**config.mk**
```make
export PLATFORM = sky130hd
export DESIGN_NAME = rv_muldiv_unit_flat
export DESIGN_NICKNAME = d
export VERILOG_FILES = /design/src/rtl/rv_muldiv_unit_if.sv /design/src/rtl/rv_muldiv_unit.sv /design/src/flat_wrapper.sv
export SDC_FILE = /design/constraint.sdc
export NUM_CORES = 1
export LEC_CHECK = 0
export CAP_MARGIN = 20
export CORE_ASPECT_RATIO = 0.9
export CORE_MARGIN = 5
export CORE_UTILIZATION = 51
export CTS_BUF_LIST = sky130_fd_sc_hd__clkbuf_8
export CTS_CLUSTER_DIAMETER = 120
export DETAILED_ROUTE_END_ITERATION = 12
export PLACE_DENSITY = 0.73
export SETUP_SLACK_MARGIN = 0.1
export SYNTH_ARGS = -nofsm -noshare
export SYNTH_HDL_FRONTEND = slang
export SYNTH_SLANG_ARGS = --single-unit
export TNS_END_PERCENT = 1
```
**constraint.sdc**
```tcl
create_clock -name clk -period 3.5 [get_ports clk]
set_clock_uncertainty 0.15 [all_clocks]
set_input_delay 0.7 -clock clk [delete_from_list [all_inputs] [get_ports clk]]
set_output_delay 0.7 -clock clk [all_outputs]
set_load 0.1 [all_outputs]
```
**src/rtl/rv_muldiv_unit_if.sv**
```systemverilog
// rtl/rv_muldiv_unit_if.sv - start/busy/done handshake bundle for the RV32M multiply/divide unit
interface rv_muldiv_unit_if #(parameter int XLEN = 32);
  logic            start;
  logic [2:0]      funct3;
  logic [XLEN-1:0] a;
  logic [XLEN-1:0] b;
  logic            busy;
  logic            done;
  logic [XLEN-1:0] result;

  modport master (output start, funct3, a, b, input busy, done, result);
  modport slave  (input start, funct3, a, b, output busy, done, result);
endinterface

```
**src/rtl/rv_muldiv_unit.sv**
```systemverilog
// rtl/rv_muldiv_unit.sv - iterative RV32M multiply/divide unit (shift-add / restoring divide)
// Define MULDIV_FAST_MUL_EN to route all multiplies through a single-cycle 32x32 multiplier.
module rv_muldiv_unit #(parameter int XLEN = 32) (
  input  logic             clk,
  input  logic             reset,
  rv_muldiv_unit_if.slave  bus
);
  typedef enum logic [1:0] {IDLE, CALC, FIX, DONE} state_t;

  state_t            state_q, state_d;
  logic [2:0]        op_q, op_d;
  logic [XLEN-1:0]   a_mag_q, a_mag_d;
  logic [XLEN-1:0]   b_mag_q, b_mag_d;
  logic              neg_res_q, neg_res_d;
  logic              neg_rem_q, neg_rem_d;
  logic              spec_q, spec_d;
  logic [2*XLEN-1:0] acc_q, acc_d;
  logic [4:0]        cnt_q, cnt_d;
  logic [XLEN-1:0]   result_q, result_d;
  logic              busy_q, busy_d;
  logic              done_q, done_d;

  logic              accept, is_div, a_sgn, b_sgn, a_neg, b_neg;
  logic              div_by_zero, div_ovf, special;
  logic [XLEN-1:0]   a_abs, b_abs, spec_val, quo_fix, rem_fix;
  logic [XLEN:0]     mul_sum, rem_shift, rem_diff;
  logic [2*XLEN-1:0] prod_fix;

  always_comb begin
    accept      = bus.start && !busy_q;
    is_div      = bus.funct3[2];
    a_sgn       = (bus.funct3 == 3'b001) || (bus.funct3 == 3'b010) ||
                  (bus.funct3 == 3'b100) || (bus.funct3 == 3'b110);
    b_sgn       = (bus.funct3 == 3'b001) || (bus.funct3 == 3'b100) || (bus.funct3 == 3'b110);
    a_neg       = a_sgn && bus.a[XLEN-1];
    b_neg       = b_sgn && bus.b[XLEN-1];
    a_abs       = a_neg ? (~bus.a + 1'b1) : bus.a;
    b_abs       = b_neg ? (~bus.b + 1'b1) : bus.b;
    div_by_zero = is_div && (bus.b == '0);
    div_ovf     = is_div && !bus.funct3[0] && (bus.a == {1'b1, {(XLEN-1){1'b0}}}) && (bus.b == '1);
    special     = div_by_zero || div_ovf;
    if (div_by_zero) spec_val = bus.funct3[1] ? bus.a : '1;
    else             spec_val = bus.funct3[1] ? '0 : {1'b1, {(XLEN-1){1'b0}}};

    // acc holds {partial product hi, shifted-out lo} for multiply, {remainder, quotient} for divide
    mul_sum   = {1'b0, acc_q[2*XLEN-1:XLEN]} + {1'b0, a_mag_q};
    rem_shift = {acc_q[2*XLEN-1:XLEN], a_mag_q[XLEN-1]};
    rem_diff  = rem_shift - {1'b0, b_mag_q};
    prod_fix  = neg_res_q ? (~acc_q + 1'b1) : acc_q;
    quo_fix   = neg_res_q ? (~acc_q[XLEN-1:0] + 1'b1) : acc_q[XLEN-1:0];
    rem_fix   = neg_rem_q ? (~acc_q[2*XLEN-1:XLEN] + 1'b1) : acc_q[2*XLEN-1:XLEN];

    state_d   = state_q;
    op_d      = op_q;
    a_mag_d   = a_mag_q;
    b_mag_d   = b_mag_q;
    neg_res_d = neg_res_q;
    neg_rem_d = neg_rem_q;
    spec_d    = spec_q;
    acc_d     = acc_q;
    cnt_d     = cnt_q;
    result_d  = result_q;

    case (state_q)
      CALC: begin
        if (op_q[2]) begin
          if (!rem_diff[XLEN]) acc_d = {rem_diff[XLEN-1:0], acc_q[XLEN-2:0], 1'b1};
          else                 acc_d = {rem_shift[XLEN-1:0], acc_q[XLEN-2:0], 1'b0};
          a_mag_d = a_mag_q << 1;
        end else begin
          acc_d   = {(b_mag_q[0] ? mul_sum : {1'b0, acc_q[2*XLEN-1:XLEN]}), acc_q[XLEN-1:1]};
          b_mag_d = b_mag_q >> 1;
        end
        if (cnt_q == 5'd0) state_d = FIX;
        else               cnt_d   = cnt_q - 5'd1;
      end
      FIX: begin
        if (spec_q)        result_d = acc_q[XLEN-1:0];
        else if (op_q[2])  result_d = op_q[1] ? rem_fix : quo_fix;
        else               result_d = (op_q[1:0] == 2'b00) ? prod_fix[XLEN-1:0]
                                                           : prod_fix[2*XLEN-1:XLEN];
        state_d = DONE;
      end
      DONE:    state_d = IDLE;
      default: state_d = IDLE;
    endcase

    if (accept) begin
      op_d      = bus.funct3;
      a_mag_d   = a_abs;
      b_mag_d   = b_abs;
      neg_res_d = a_neg ^ b_neg;
      neg_rem_d = a_neg;
      spec_d    = special;
      acc_d     = '0;
      cnt_d     = 5'd31;
      if (special) begin
        acc_d   = {{XLEN{1'b0}}, spec_val};
        state_d = FIX;
      end
`ifdef MULDIV_FAST_MUL_EN
      else if (!is_div) begin
        acc_d   = {{XLEN{1'b0}}, a_abs} * {{XLEN{1'b0}}, b_abs};
        state_d = FIX;
      end
`endif
      else begin
        state_d = CALC;
      end
    end

    busy_d = (state_d == CALC) || (state_d == FIX);
    done_d = (state_d == DONE);
  end

  always_ff @(posedge clk) begin
    if (reset) begin
      state_q   <= IDLE;
      op_q      <= '0;
      a_mag_q   <= '0;
      b_mag_q   <= '0;
      neg_res_q <= 1'b0;
      neg_rem_q <= 1'b0;
      spec_q    <= 1'b0;
      acc_q     <= '0;
      cnt_q     <= '0;
      result_q  <= '0;
      busy_q    <= 1'b0;
      done_q    <= 1'b0;
    end else begin
      state_q   <= state_d;
      op_q      <= op_d;
      a_mag_q   <= a_mag_d;
      b_mag_q   <= b_mag_d;
      neg_res_q <= neg_res_d;
      neg_rem_q <= neg_rem_d;
      spec_q    <= spec_d;
      acc_q     <= acc_d;
      cnt_q     <= cnt_d;
      result_q  <= result_d;
      busy_q    <= busy_d;
      done_q    <= done_d;
    end
  end

  assign bus.busy   = busy_q;
  assign bus.done   = done_q;
  assign bus.result = result_q;
endmodule

```
**src/flat_wrapper.sv**
```systemverilog
// flat-port wrapper written by rule: the top's interface ports become plain ports
module rv_muldiv_unit_flat 
#(parameter int XLEN = 32)
  (clk, reset, bus_start, bus_funct3, bus_a, bus_b, bus_busy, bus_done, bus_result);
  rv_muldiv_unit_if #(.XLEN(XLEN)) bus_i ();
  input  logic clk;
  input  logic reset;
  input wire logic [$bits(bus_i.start)-1:0] bus_start;
  input wire logic [$bits(bus_i.funct3)-1:0] bus_funct3;
  input wire logic [$bits(bus_i.a)-1:0] bus_a;
  input wire logic [$bits(bus_i.b)-1:0] bus_b;
  output wire logic [$bits(bus_i.busy)-1:0] bus_busy;
  output wire logic [$bits(bus_i.done)-1:0] bus_done;
  output wire logic [$bits(bus_i.result)-1:0] bus_result;
  assign bus_i.start = bus_start;
  assign bus_i.funct3 = bus_funct3;
  assign bus_i.a = bus_a;
  assign bus_i.b = bus_b;
  assign bus_busy = bus_i.busy;
  assign bus_done = bus_i.done;
  assign bus_result = bus_i.result;
  rv_muldiv_unit #(.XLEN(XLEN)) u_core (.clk(clk), .reset(reset), .bus(bus_i));
endmodule
```
==> results.sh <==
export IMPL_avgSynthCellArea_um2=7.13
export IMPL_clk_pin_slew_ps=90
export IMPL_synth_seq_cells=175
export IMPL_grt_pass1_vias=16917
export IMPL_mostFrequentLayoutCell="nor2_1"
export IMPL_synth_edff_count=0
export IMPL_stdcell_area_mm2=0.0200
export IMPL_placedCellCount=2861
export IMPL_post_drt_wl_per_cell_um=21.3
export IMPL_max_slew_margin_rel_pct=28.0
export IMPL_die_area_mm2=0.0358
export IMPL_powerDensity_mw_per_mm2=392
export IMPL_clock_path_buffers=2
export IMPL_synth_flop_cell="dfxtp_1"
export IMPL_cts_made_buffers=17
export IMPL_tightest_slew_ps=1080
export IMPL_grtUsageTotal_pct=33.0
export IMPL_max_cap_viol_count=0
export IMPL_p_leak_nw=7.88
export IMPL_cts_sinks=175
export IMPL_worstSkewPairLatency_ps=510
export IMPL_grt_pass1_wl_um=94800
export IMPL_drc=0
export IMPL_post_route_min_period_ps=3390
export IMPL_fin_crit_sh_pct=96.9
export IMPL_area_delta_synth_final_pct=22.0
export IMPL_initial_utilization_pct=51.5
export IMPL_gp_congestion=1.02
export IMPL_min_path_type="flop to flop"
export IMPL_top_layer="met5"
export IMPL_grt_antenna_before_repair=2
export IMPL_dr_pass1_iters=7
export IMPL_wl_met2_um=26000
export IMPL_drtIter0Drc=2322
export IMPL_synthesis_nets=2443
export IMPL_die_h_um=180
export IMPL_ir_worst_vdd_uv=502
export IMPL_die_w_um=199
export IMPL_rows=62
export IMPL_yosysWarnings=0
export IMPL_rsz0062_at_grt="yes"
export IMPL_grt_overflow=0
export IMPL_final_nets=2632
export IMPL_drive_above_1_share_pct=17.7
export IMPL_cts_hold_buf=0
export IMPL_maxSlewViolCount=0
export IMPL_setup_viol=0
export IMPL_cts_tree="done"
export IMPL_pre_cts_ws_ps=-501
export IMPL_port_buffers=103
export IMPL_crit_required_ps=3720
export IMPL_io_pins=104
export IMPL_clock_root_buffer="clkbuf_8"
export IMPL_setup_ws_ps=108
export IMPL_cts_htree_levels=4
export IMPL_drt_met1_wl_um=26900
export IMPL_worst_setup_path_start_kind="flop"
export IMPL_max_freq_ghz=0.295
export IMPL_synthDistinctLibCells=81
export IMPL_hpwlAfterDp_um=47100
export IMPL_finalWirelength_um=62100
export IMPL_criticalPathCategory="flop to flop"
export IMPL_design_core_area_mm2=0.0318
export IMPL_vias=18607
export IMPL_grt_max_degree=113
export IMPL_endpoint_kind="flop"
export IMPL_synthArstFlopShare_pct=0
export IMPL_final_instance_count_excl_fill=2914
export IMPL_arrival_ps=3610
export IMPL_ant_nets=0
export IMPL_cp_max_fo=7
export IMPL_fill_cells=2887
export IMPL_syn_cell_area_mm2=0.0164
export IMPL_synth_seq_area_share_pct=21.4
export IMPL_status="finished clean"
export IMPL_final_cell_mix="nor2_1, buf_4, a21oi_1, nand2_1, dfxtp_1"
export IMPL_finalHoldViolCount=0
export IMPL_wl_met3_um=7320
export IMPL_vias_per_cell=6.39
export IMPL_placed_area_mm2=0.0190
export IMPL_syn_inst=2298
## cells in the mapped netlist, types with 35 or more instances
library cell / n / area [um2]
xnor2_1: 108 / 946
a211oi_1: 74 / 556
mux2i_1: 60 / 601
o21ai_0: 107 / 536
nand2b_1: 53 / 332
a21oi_1: 282 / 1410
nand2_1: 167 / 627
nor3_1: 81 / 405
ha_1: 73 / 913
a21o_1: 35 / 263
clkbuf_1: 164 / 616
xor2_1: 88 / 771
dfxtp_1: 175 / 3500
nor2_1: 283 / 1060
inv_1: 73 / 274
o21ai_1: 39 / 195
## metrics by stage
| stage | setup TNS (ps) | total power [mW] | utilization, % | hold WS (ps) |
|---|---|---|---|---|
| 2_1_floorplan | 0 | 4.76 | - | 300 |
| 3_3_place_gp | -10430 | 6.02 | 59.9 | 284 |
| 3_5_place_dp | -13690 | 6.07 | 59.9 | 292 |
| 4_1_cts | 0 | 7.49 | 61.3 | 304 |
| 5_1_grt | 0 | 8.25 | 62.8 | 335 |
| 6_report | 0 | 7.83 | 62.8 | 301 |
## flip-flops by register name, indices dropped and copies added, names as in the netlist
name and flops:
u_core.a_mag_q 32, u_core.acc_q 64, u_core.b_mag_q 32, u_core.bus.busy 1, u_core.bus.done 1, u_core.bus.result 32
u_core.cnt_q 5, u_core.neg_rem_q 1, u_core.neg_res_q 1, u_core.op_q 3, u_core.spec_q 1, u_core.state_q 2
## area by class of cell
cell class / instances / area, um2 / area share (%)
clock inverters: 11 / 85.1 / 0.426
multi-input cells: 1856 / 12200 / 61.1
diodes: 1 / 2.50 / 0.0125
flip-flops and latches: 175 / 3520 / 17.6
inverters: 73 / 274 / 1.37
repair buffers: 364 / 3120 / 15.6
well taps: 416 / 520 / 2.60
clock buffers: 18 / 248 / 1.24
## worst paths after layout
kind / start / endpoint / slack (ps) / cells after the start
worst max register to register: u_core.a_mag_q[31] / u_core.acc_q[35] / 110 / 18
worst max-delay path: u_core.a_mag_q[31] / u_core.acc_q[35] / 110 / 18
worst min-delay path: u_core.bus.result[19] / u_core.bus.result[19] / 300 / 2
worst min register to register: u_core.bus.result[19] / u_core.bus.result[19] / 300 / 2
## cells by family (layout without fill, tap and decap cells)
| kind of cell | after synthesis | count (layout) | share of synthesized area [%] |
|---|---|---|---|
| multiplexers | 84 | 84 | 5.31 |
| AND/OR/NAND/NOR | 775 | 775 | 23.0 |
| flip-flops | 175 | 175 | 21.4 |
| XOR/XNOR | 196 | 196 | 10.5 |
| adder cells (fa/ha/maj) | 75 | 75 | 5.82 |
| buffers and inverters | 267 | 466 | 6.37 |
| AO/OA/AOI/OAI | 726 | 726 | 27.7 |
| other | 0 | 1 | 0 |
## power breakdown
part | total (mW) | internal, mW | switching, mW
logic | 4.16 | 1.87 | 2.29
registers | 2.33 | 2.13 | 0.196
clock network | 1.34 | 0.508 | 0.831
## critical path: stages (launching register included)
cell and delay (ps):
dfxtp_2 360, inv_2 50, ha_4 150, fa_2 380, nand2b_4 160, a21o_1 220
a21oi_2 140, buf_4 150, o21bai_4 70, o22ai_2 120, buf_6 130, a21oi_2 60
xnor2_2 180, buf_12 160, buf_12 120, buf_12 120, mux2_1 330, a21oi_1 150
a211oi_1 60
## per-layer routing
| metal | vias to the layer above | track usage (%) |
|---|---|---|
| met5 | - | 0 |
| met4 | 4 | 9.52 |
| met3 | 155 | 9.01 |
| met2 | 994 | 47.3 |
| met1 | 8821 | 48.5 |
| li1 | 8633 | - |
## repair_timing
| item | in CTS | in global routing |
|---|---|---|
| resized for setup | 19 | 82 |
| pin swaps | 3 | 40 |
| endpoints found under the setup margin | 38 | 72 |
| setup buffers | 6 | 16 |
| gates cloned | 0 | 1 |
Note: power is estimated with default switching activity, not from simulation.
